[src/rtl/tube_ctrl_pkg.sv]
// Shared constants for the tube readout controller: FSM state codes, header tag and word width.
package tube_ctrl_pkg;

  typedef logic [2:0] state_t;

  localparam state_t S_IDLE   = 3'd0;
  localparam state_t S_CLEAR  = 3'd1;
  localparam state_t S_WINDOW = 3'd2;
  localparam state_t S_SNAP   = 3'd3;
  localparam state_t S_HEADER = 3'd4;
  localparam state_t S_READ   = 3'd5;

  localparam logic [7:0]  HEADER_TAG = 8'hA5;
  localparam int unsigned WORD_W     = 16;
  localparam int unsigned IDX_W      = 8;

endpackage

[src/rtl/tube_snap_buf.sv]
// Snapshot registers for all tube counters: capture strobe, indexed read port and per-channel keep mask.
// With TUBE_CTRL_ZERO_SUPPRESS_EN defined, keep_c flags only channels that saw a hit (count < WINDOW).
module tube_snap_buf
  import tube_ctrl_pkg::*;
#(
  parameter int unsigned NUM_TUBES = 16,
`ifdef TUBE_CTRL_ZERO_SUPPRESS_EN
  parameter int unsigned WINDOW    = 200,
`endif
  parameter int unsigned CNT_W     = 8
) (
  input  logic                       clk,
  input  logic                       clr,
  input  logic                       cap,
  input  logic [NUM_TUBES*CNT_W-1:0] tube_data,
  input  logic [IDX_W-1:0]           rd_idx,
  output logic [CNT_W-1:0]           rd_data_c,
  output logic [NUM_TUBES-1:0]       keep_c
);

  logic [CNT_W-1:0] snap_q [NUM_TUBES];
  logic [CNT_W-1:0] snap_d [NUM_TUBES];

  always_comb begin
    for (int i = 0; i < int'(NUM_TUBES); i++) begin
      snap_d[i] = cap ? tube_data[i*CNT_W +: CNT_W] : snap_q[i];
    end
  end

  always_ff @(posedge clk or posedge clr) begin
    if (clr) begin
      for (int i = 0; i < int'(NUM_TUBES); i++) snap_q[i] <= '0;
    end else begin
      snap_q <= snap_d;
    end
  end

  always_comb begin
    rd_data_c = '0;
    for (int i = 0; i < int'(NUM_TUBES); i++) begin
      if (rd_idx == IDX_W'(i)) rd_data_c = snap_q[i];
    end
  end

  // Keep mask looks at snap_d so the header can decide out_last in the capture cycle itself.
`ifdef TUBE_CTRL_ZERO_SUPPRESS_EN
  always_comb begin
    for (int i = 0; i < int'(NUM_TUBES); i++) begin
      keep_c[i] = 32'(snap_d[i]) < WINDOW;
    end
  end
`else
  assign keep_c = '1;
`endif

endmodule

[src/rtl/tube_readout_ctrl.sv]
// Tube readout sequencer: clear, gate window, snapshot, then stream header plus one word per channel.
// Optional macro TUBE_CTRL_ZERO_SUPPRESS_EN skips channels without a hit during readout.
module tube_readout_ctrl
  import tube_ctrl_pkg::*;
#(
  parameter int unsigned NUM_TUBES  = 16,
  parameter int unsigned CNT_W      = 8,
  parameter int unsigned CLR_CYCLES = 2,
  parameter int unsigned WINDOW     = 200
) (
  input  logic                       clk,
  input  logic                       clr,
  input  logic                       trigger,
  input  logic [NUM_TUBES*CNT_W-1:0] tube_data,
  output logic                       tube_clr,
  output logic                       gate_en,
  output logic                       out_valid,
  input  logic                       out_ready,
  output logic [WORD_W-1:0]          out_data,
  output logic                       out_last,
  output logic                       busy,
  output logic [7:0]                 drop_cnt
);

  state_t            state_q, state_d;
  logic [7:0]        cnt_q, cnt_d;
  logic [IDX_W-1:0]  idx_q, idx_d;
  logic [7:0]        event_q, event_d;
  logic [7:0]        drop_q, drop_d;
  logic              tube_clr_q, tube_clr_d;
  logic              gate_en_q, gate_en_d;
  logic              busy_q, busy_d;
  logic              out_valid_q, out_valid_d;
  logic              out_last_q, out_last_d;
  logic [WORD_W-1:0] out_data_q, out_data_d;

  logic                 cap_c;
  logic                 xfer_c;
  logic [NUM_TUBES-1:0] keep_c;
  logic [CNT_W-1:0]     rd_data_c;
  logic [IDX_W-1:0]     nxt_idx_c;
  logic                 nxt_found_c;
  logic                 nxt_more_c;

  tube_snap_buf #(
    .NUM_TUBES(NUM_TUBES),
`ifdef TUBE_CTRL_ZERO_SUPPRESS_EN
    .WINDOW   (WINDOW),
`endif
    .CNT_W    (CNT_W)
  ) u_snap (
    .clk      (clk),
    .clr      (clr),
    .cap      (cap_c),
    .tube_data(tube_data),
    .rd_idx   (nxt_idx_c),
    .rd_data_c(rd_data_c),
    .keep_c   (keep_c)
  );

  // Lowest kept channel after the current one (from 0 in HEADER), and whether any kept one follows it.
  always_comb begin
    nxt_found_c = 1'b0;
    nxt_more_c  = 1'b0;
    nxt_idx_c   = '0;
    for (int i = int'(NUM_TUBES) - 1; i >= 0; i--) begin
      if (keep_c[i] && (state_q == S_HEADER || i > int'(idx_q))) begin
        nxt_more_c  = nxt_more_c | nxt_found_c;
        nxt_found_c = 1'b1;
        nxt_idx_c   = IDX_W'(i);
      end
    end
  end

  always_comb begin
    state_d     = state_q;
    cnt_d       = cnt_q;
    idx_d       = idx_q;
    event_d     = event_q;
    drop_d      = drop_q;
    out_valid_d = out_valid_q;
    out_last_d  = out_last_q;
    out_data_d  = out_data_q;
    cap_c       = 1'b0;
    xfer_c      = out_valid_q && out_ready;

    if (trigger && state_q != S_IDLE && drop_q != 8'hFF) drop_d = drop_q + 8'd1;

    case (state_q)
      S_IDLE: begin
        if (trigger) begin
          state_d = S_CLEAR;
          cnt_d   = '0;
          event_d = event_q + 8'd1;
        end
      end
      S_CLEAR: begin
        if (cnt_q == 8'(CLR_CYCLES - 1)) begin
          state_d = S_WINDOW;
          cnt_d   = '0;
        end else begin
          cnt_d = cnt_q + 8'd1;
        end
      end
      S_WINDOW: begin
        if (cnt_q == 8'(WINDOW - 1)) begin
          state_d = S_SNAP;
          cnt_d   = '0;
        end else begin
          cnt_d = cnt_q + 8'd1;
        end
      end
      S_SNAP: begin
        cap_c       = 1'b1;
        state_d     = S_HEADER;
        out_valid_d = 1'b1;
        out_data_d  = {HEADER_TAG, event_q};
        out_last_d  = ~|keep_c;
      end
      S_HEADER, S_READ: begin
        if (xfer_c) begin
          if (out_last_q || !nxt_found_c) begin
            state_d     = S_IDLE;
            idx_d       = '0;
            out_valid_d = 1'b0;
            out_last_d  = 1'b0;
            out_data_d  = '0;
          end else begin
            state_d    = S_READ;
            idx_d      = nxt_idx_c;
            out_data_d = {nxt_idx_c, 8'(rd_data_c)};
            out_last_d = ~nxt_more_c;
          end
        end
      end
      default: state_d = S_IDLE;
    endcase

    tube_clr_d = (state_d == S_IDLE) || (state_d == S_CLEAR);
    gate_en_d  = (state_d == S_WINDOW);
    busy_d     = (state_d != S_IDLE);
  end

  always_ff @(posedge clk or posedge clr) begin
    if (clr) begin
      state_q     <= S_IDLE;
      cnt_q       <= '0;
      idx_q       <= '0;
      event_q     <= '0;
      drop_q      <= '0;
      tube_clr_q  <= 1'b1;
      gate_en_q   <= 1'b0;
      busy_q      <= 1'b0;
      out_valid_q <= 1'b0;
      out_last_q  <= 1'b0;
      out_data_q  <= '0;
    end else begin
      state_q     <= state_d;
      cnt_q       <= cnt_d;
      idx_q       <= idx_d;
      event_q     <= event_d;
      drop_q      <= drop_d;
      tube_clr_q  <= tube_clr_d;
      gate_en_q   <= gate_en_d;
      busy_q      <= busy_d;
      out_valid_q <= out_valid_d;
      out_last_q  <= out_last_d;
      out_data_q  <= out_data_d;
    end
  end

  assign tube_clr  = tube_clr_q;
  assign gate_en   = gate_en_q;
  assign busy      = busy_q;
  assign out_valid = out_valid_q;
  assign out_last  = out_last_q;
  assign out_data  = out_data_q;
  assign drop_cnt  = drop_q;

endmodule

[config.mk]
export PLATFORM = sky130hd
export DESIGN_NAME = tube_readout_ctrl
export DESIGN_NICKNAME = d
export VERILOG_FILES = /design/src/rtl/tube_ctrl_pkg.sv /design/src/rtl/tube_snap_buf.sv /design/src/rtl/tube_readout_ctrl.sv
export SDC_FILE = /design/constraint.sdc
export NUM_CORES = 1
export LEC_CHECK = 0
export ABC_AREA = 1
export CORE_MARGIN = 1
export CORE_UTILIZATION = 53
export CTS_BUF_LIST = sky130_fd_sc_hd__clkbuf_4 sky130_fd_sc_hd__clkbuf_8 sky130_fd_sc_hd__clkbuf_16
export DETAILED_ROUTE_END_ITERATION = 8
export PLACE_DENSITY = 0.77
export SLEW_MARGIN = 30
export SYNTH_ARGS = -nofsm -noshare
export SYNTH_HDL_FRONTEND = slang
export SYNTH_HIERARCHICAL = 1
export SYNTH_SLANG_ARGS = --single-unit
[constraint.sdc]
create_clock -name clk -period 4.2 [get_ports clk]
set_clock_uncertainty 0.05 [all_clocks]
set_input_delay 0.42 -clock clk [delete_from_list [all_inputs] [get_ports clk]]
set_output_delay 0.42 -clock clk [all_outputs]
set_load 0.05 [all_outputs]
* After elaboration in Yosys (flattened, before gate mapping)
Index checks and enable logic that the tools add are counted.
** Cells by class
- Add/sub/neg operators :: 3
- Order comparisons :: 15
- Equal/unequal tests :: 28
- Multiplexer cells :: 84
- Bitwise operators :: 15
- Reduce and logical (&&, ||, !) cells :: 34
** Operators with widths (count)
- two-way mux 8 bit :: 34
- equality test 8 x 4 -> 1 bit (second input constant) :: 8
- > comparator 4 x 8 -> 1 bit (first input constant) :: 8
- two-way mux 1 bit :: 36
- equality test 8 x 3 -> 1 bit (second input constant) :: 4
- > comparator 3 x 8 -> 1 bit (first input constant) :: 4
- two-way mux 16 bit :: 2
- case mux 16 bit (2 select lines) :: 1
- adder 8 x 1 -> 8 bit (second input constant) :: 3
- case mux 8 bit (3 select lines) :: 1
- logical OR 1 bit :: 17
- equality test 8 x 1 -> 1 bit (second input constant) :: 2
- equality test 8 x 2 -> 1 bit (second input constant) :: 2
- > comparator 2 x 8 -> 1 bit (first input constant) :: 2
- two-way mux 3 bit :: 5
- case mux 3 bit (5 select lines) :: 1
- OR 1 bit :: 14
- equality test 3 x 2 -> 1 bit (second input constant) :: 3
- nonzero test 3 bit :: 3
- equality test 8 bit (second input constant) :: 1
- > comparator 1 x 8 -> 1 bit (first input constant) :: 1
- logical NOT 8 bit :: 1
- two-way mux 4 bit :: 2
- inequality test 8 bit (second input constant) :: 1
- 12 further kinds :: 23
** Storage, ports and cells
- Register bits after elaboration :: 184
- Output and inout bits :: 29

* Depth between registers and ports, before layout
- Depth in word-level cells :: 38
- Depth in mapped cells :: 34

* Hierarchy
Netlist, hierarchy kept.
** Modules (own cells, without submodules)
- tube_snap_buf :: instances 1, cells an instance 653, area each 6129.6 sq um, seq. area each 3203.1 sq um
- tube_readout_ctrl :: instances 1, cells an instance 373, area each 2887.8 sq um, seq. area each 1227.4 sq um

* Worst setup path before layout
No wires, ideal clock.
- Kind :: reg-to-reg
- Start point :: reg state_q[0]
- End point :: reg out_data_q[4] (netlist: out_data[4])
- Arrival time :: 2935 ps
- Data required time :: 4019 ps
- Path slack :: 1084 ps
- Cell stages (with the launch flop) :: 31
- Buffers on the path :: 0
- Period minus slack after synthesis :: 3116 ps
- Cells stage by stage :: dfrtp_1 > nor2_2 > nand2_4 > nand2_2 > inv_1 > o31ai_1 > nand2_1 > nand2_1 > nand2_1 > nand2_1 > nand2_1 > nand2_1 > nand2_1 > nand2_1 > nand2_1 > a21oi_1 > inv_2 > nand2_4 > nor2_2 > nand2_4 > nor2_1 > nor3_1 > nand3_1 > nand2_1 > nand3_1 > nand2_1 > nand3_1 > nand2_1 > nand4_1 > nand3_1 > o211ai_1
** On the way
- Longest elaborated chain between the ends :: 38
** RTL lines
- start: declaration :: line tube_readout_ctrl.sv:25 : state_t state_q, state_d;
- start signal: assignment :: line tube_readout_ctrl.sv:158 : state_q <= state_d;
- equality test 3 bit * :: line tube_readout_ctrl.sv:67 : if (keep_c[i] && (state_q == S_HEADER || i > int'(idx_q))) begin
- logical OR 1 bit :: line tube_readout_ctrl.sv:67
- two-way mux 4 bit (2 in series) :: line tube_readout_ctrl.sv:67
- two-way mux 8 bit (13 in series) :: line tube_readout_ctrl.sv:67
- two-way mux 8 bit * :: line tube_readout_ctrl.sv:67
- net nxt_idx_c[0] :: line tube_readout_ctrl.sv:41 : logic [IDX_W-1:0] nxt_idx_c;
- logical NOT 8 bit :: line tube_snap_buf.sv:41 : if (rd_idx == IDX_W'(i)) rd_data_c = snap_q[i];
- two-way mux 8 bit (15 in series) :: line tube_snap_buf.sv:41
- two-way mux 8 bit * :: line tube_snap_buf.sv:41
- net rd_data_c[4] :: line tube_readout_ctrl.sv:40 : logic [CNT_W-1:0] rd_data_c;
- two-way mux 16 bit * :: line tube_readout_ctrl.sv:122 : if (out_last_q || !nxt_found_c) begin
- two-way mux 16 bit * :: line tube_readout_ctrl.sv:121 : if (xfer_c) begin
- case mux 16 bit (2 select lines) * :: line tube_readout_ctrl.sv:89 : case (state_q)
- end signal: assignment :: line tube_readout_ctrl.sv:168 : out_data_q <= out_data_d;
- end: declaration :: line tube_readout_ctrl.sv:35 : logic [WORD_W-1:0] out_data_q, out_data_d;
Mark *: on every way through the listed nets, which the timed path passes. The rest lies on a longest branch. The select of a mux whose other input is x is not followed.
A chain may end at the register's enable or synchronous reset.

* Final worst setup path
- Start point :: reg state_q[2]
- End point :: reg out_data_q[6] (netlist: out_data[6])
Same word-level chain as after synthesis.

==> qor.csv <==
stage,metric,value,unit
layout,diodes,0,
timing,hold-worst-slack,0.420,ns
drt,postRouteWirelength,22200,µm
timing,setup_viol,0,
drt,via_count,7487,
layout,drive_gt1_share,15.4,%
critical_path,end_kind,flop,
timing,tightestPinTransition,0.833,ns
clocking,h-tree-depth,4,
power,p_leak,5.12,nW
layout,area_growth,26.1,%
drt,drtIter0Drc,700,
synthesis,synthCells,1026,
critical_path,r2r_slack,0.37,ns
die,num_rows,47,
die,start_util,54.4,%
min_path,holdPathStages,1,
clocking,cts_hold_buf,0,
place,io_buffers,158,
power,irDropWorstVdd,0.406,mV
layout,multi_input_area,0.00393,mm²
power,finalPower,7.38,mW
layout,nets,1323,
min_path,hold_class,flop to flop,
synthesis,synth.avg_cell_area,8.79,µm²
clocking,cts.clk_slew.worst_paths,0.07,ns
clocking,cts_sinks,177,
global_route,grt_pass1_vias,7354,
clocking,tritoncts,done,
timing,fmax,261,MHz
critical_path,arrival,4.10,ns
clocking,clock_latency,0.44,ns
clocking,cts.path.max_buffers,2,
drt,vias_per_cell,5.28,
die,core_area,0.0166,mm²
drt,wl_met3,1170,µm
flow_run,max_cap_violations,0,
global_route,grt_pass1_wl,36500,µm
drt,wl_met2,10600,µm
critical_path,r2r_cells,22,
timing,slew_headroom,44.3,%
timing,rsz0062_at_grt,false,
global_route,antenna_found_initial,0,
synthesis,ys_ff_latch,177,
synthesis,yosysWarnings,6,
synthesis,ys_seq_area_share,49.1,%
place,dp_hpwl,16500,µm
global_route,grtUsageTotal,26.7,%
critical_path,cp_max_fo,9,
run_status,outcome,"complete, no violations",
drt,maxUsedRoutingLayer,met4,
critical_path,critPathKind,flop to flop,
die,fp.dieW,132,µm
timing,finalSetupTns,0,ns
clocking,root_buffer,clkbuf_16,
die,die-area,0.0175,mm²
critical_path,worstPathRequired,4.47,ns
timing,period_needed,3.83,ns
power,p_per_area,649,mW/mm²
drt,drc,0,
drt,avgRoutedWirePerCell,15.7,µm
clocking,cts_buffers,17,
drt,routedLengthMet1,9840,µm
synthesis,syn-cell-area,0.00902,mm²
global_route,grt.overflow.total,0,
timing,hold_viol_final,0,
synthesis,synthDistinctLibCells,41,
timing,final.period_utilization,91.2,%
drt,drtAntennaViolNets,0,
place,place.gp.congestion,0.932,
die,ios,161,
timing,maxSlewViolCount,0,
critical_path,start_kind,flop,
layout,seqCellArea,0.00443,mm²
global_route,grt_max_degree,150,
die,fp.dieH,132,µm
layout,fillCellCount,1316,
drt,drtPass1Iterations,7,
==> cells in the final DEF (no fill, tap or decap), types with 4 or more instances in the layout <==
cell             count
nand2_2              8
nand4_1             22
ha_1                 4
nand2_1            236
nor3_1              21
nand3_1             49
nor3_2               4
o21ai_0             70
inv_1              118
clkbuf_8             4
conb_1              22
xor2_1              10
nand2_4              7
a21oi_1             20
buf_4                7
dfrtp_1            175
mux2_2              85
nor2_1              73
inv_2               11
clkbuf_16           17
clkdlybuf4s50_1    158
nor4_1              12
o211ai_1             7
nor2_4               7
nor2_2               9
==> logic make-up (layout without fill, tap and decap cells) <==
kind of cell	Yosys count	count (layout)	share of synthesized area (%)
AO/OA/AOI/OAI	114	114	6.87
XOR/XNOR	13	13	1.26
adder cells (fa/ha/maj)	4	4	0.555
buffers and inverters	177	330	8.37
flip-flops	177	177	49.1
multiplexers	85	85	10.6
other	2	22	0.0833
AND/OR/NAND/NOR	454	454	23.1
==> registers in the layout (all words and copies together) (netlist names) <==
signal and flops:
cnt_q 8, tube_clr 1, event_q 8, out_last 1, out_data 13, state_q 3
gate_en 1, idx_q 4, u_snap/snap_q 128, drop_cnt 8, out_valid 1, busy 1
==> worst paths after layout <==
check / start / end
max in group asynchronous: clr / u_snap/snap_q[80]
worst max register to register: state_q[2] / out_data[6]
worst min register to register: event_q[6] / event_q[6]
worst min-delay path: event_q[6] / event_q[6]
min in group asynchronous: clr / out_data[11]
worst max-delay path: state_q[2] / out_data[6]
==> worst max-delay path, cell delays in order (launching register included) <==
cell,delay (ns)
dfrtp_1,0.46
nand2_4,0.15
nand2_2,0.11
o21ai_1,0.33
nand2_1,0.17
nor3_1,0.19
nand2_1,0.10
a31oi_2,0.28
inv_1,0.10
nand2_1,0.17
nor2_1,0.10
nand2_1,0.17
nor2_1,0.06
nor3_1,0.31
nand3_1,0.18
nand2_1,0.09
nand3_1,0.07
nand2_1,0.07
nand3_1,0.11
nand2_1,0.09
nand4_1,0.13
nand3_1,0.13
o211ai_1,0.09
==> synthesized netlist by cell type, drive strengths merged <==
master | instances | share of area [%]
nand2 | 251 | 11
dfrtp | 176 | 49
inv | 131 | 5.5
nor2 | 89 | 4.5
mux2 | 85 | 11
o21ai | 76 | 4.3
nand3 | 52 | 3.1
buf | 27 | 2.1
nor3 | 25 | 1.6
nand4 | 23 | 1.7
a21oi | 21 | 1.2
clkbuf | 18 | 0.75
nor4 | 12 | 0.83
xor2 | 10 | 0.97
o211ai | 7 | 0.58
ha | 4 | 0.56
o22ai | 3 | 0.21
xnor2 | 3 | 0.29
a211oi | 2 | 0.17
conb | 2 | 0.083
o31ai | 2 | 0.17
a21boi | 1 | 0.083
a31oi | 1 | 0.069
and3 | 1 | 0.069
clkinv | 1 | 0.042
dfstp | 1 | 0.29
o21a | 1 | 0.083
or2 | 1 | 0.069
==> where the power goes <==
group / leakage (nW) / total, mW / internal, mW / switching [mW]
logic: 2.68 / 2.90 / 1.14 / 1.76
clock network: 0.273 / 1.48 / 0.838 / 0.647
registers: 2.17 / 3.00 / 2.51 / 0.483
==> through the flow <==
step | instance area [µm²] | worst slack (ns) | utilization [%] | instances
2_1_floorplan | 9090 | 0.317 | - | 1046
3_3_place_gp | 10800 | 0.325 | 65.1 | 1388
3_5_place_dp | 10800 | 0.219 | 65.1 | 1388
4_1_cts | 11300 | 0.220 | 68.4 | 1419
5_1_grt | 11400 | 0.00700 | 68.6 | 1419
6_report | 11400 | 0.371 | 68.6 | 1419
==> final cells by class <==
type | instances | share of cell area [%]
Sequential cell | 177 | 39.0
Multi-Input combinational cell | 692 | 34.6
Timing Repair Buffer | 167 | 14.7
Clock buffer | 24 | 4.42
Inverter | 132 | 4.42
Tap cell | 220 | 2.42
Clock inverter | 7 | 0.451
==> timing repair <==
action,in CTS,in global routing
setup buffers,0,0
setup endpoints to repair,0,8
resized for setup,0,4
==> per-layer routing <==
metal | up-vias | track usage (%)
li1 | 3612 | -
met1 | 3558 | 36.1
met2 | 273 | 42.5
met3 | 44 | 4.75
met4 | 0 | 11.8
met5 | - | 0
Power figures use the tool's default switching activity.
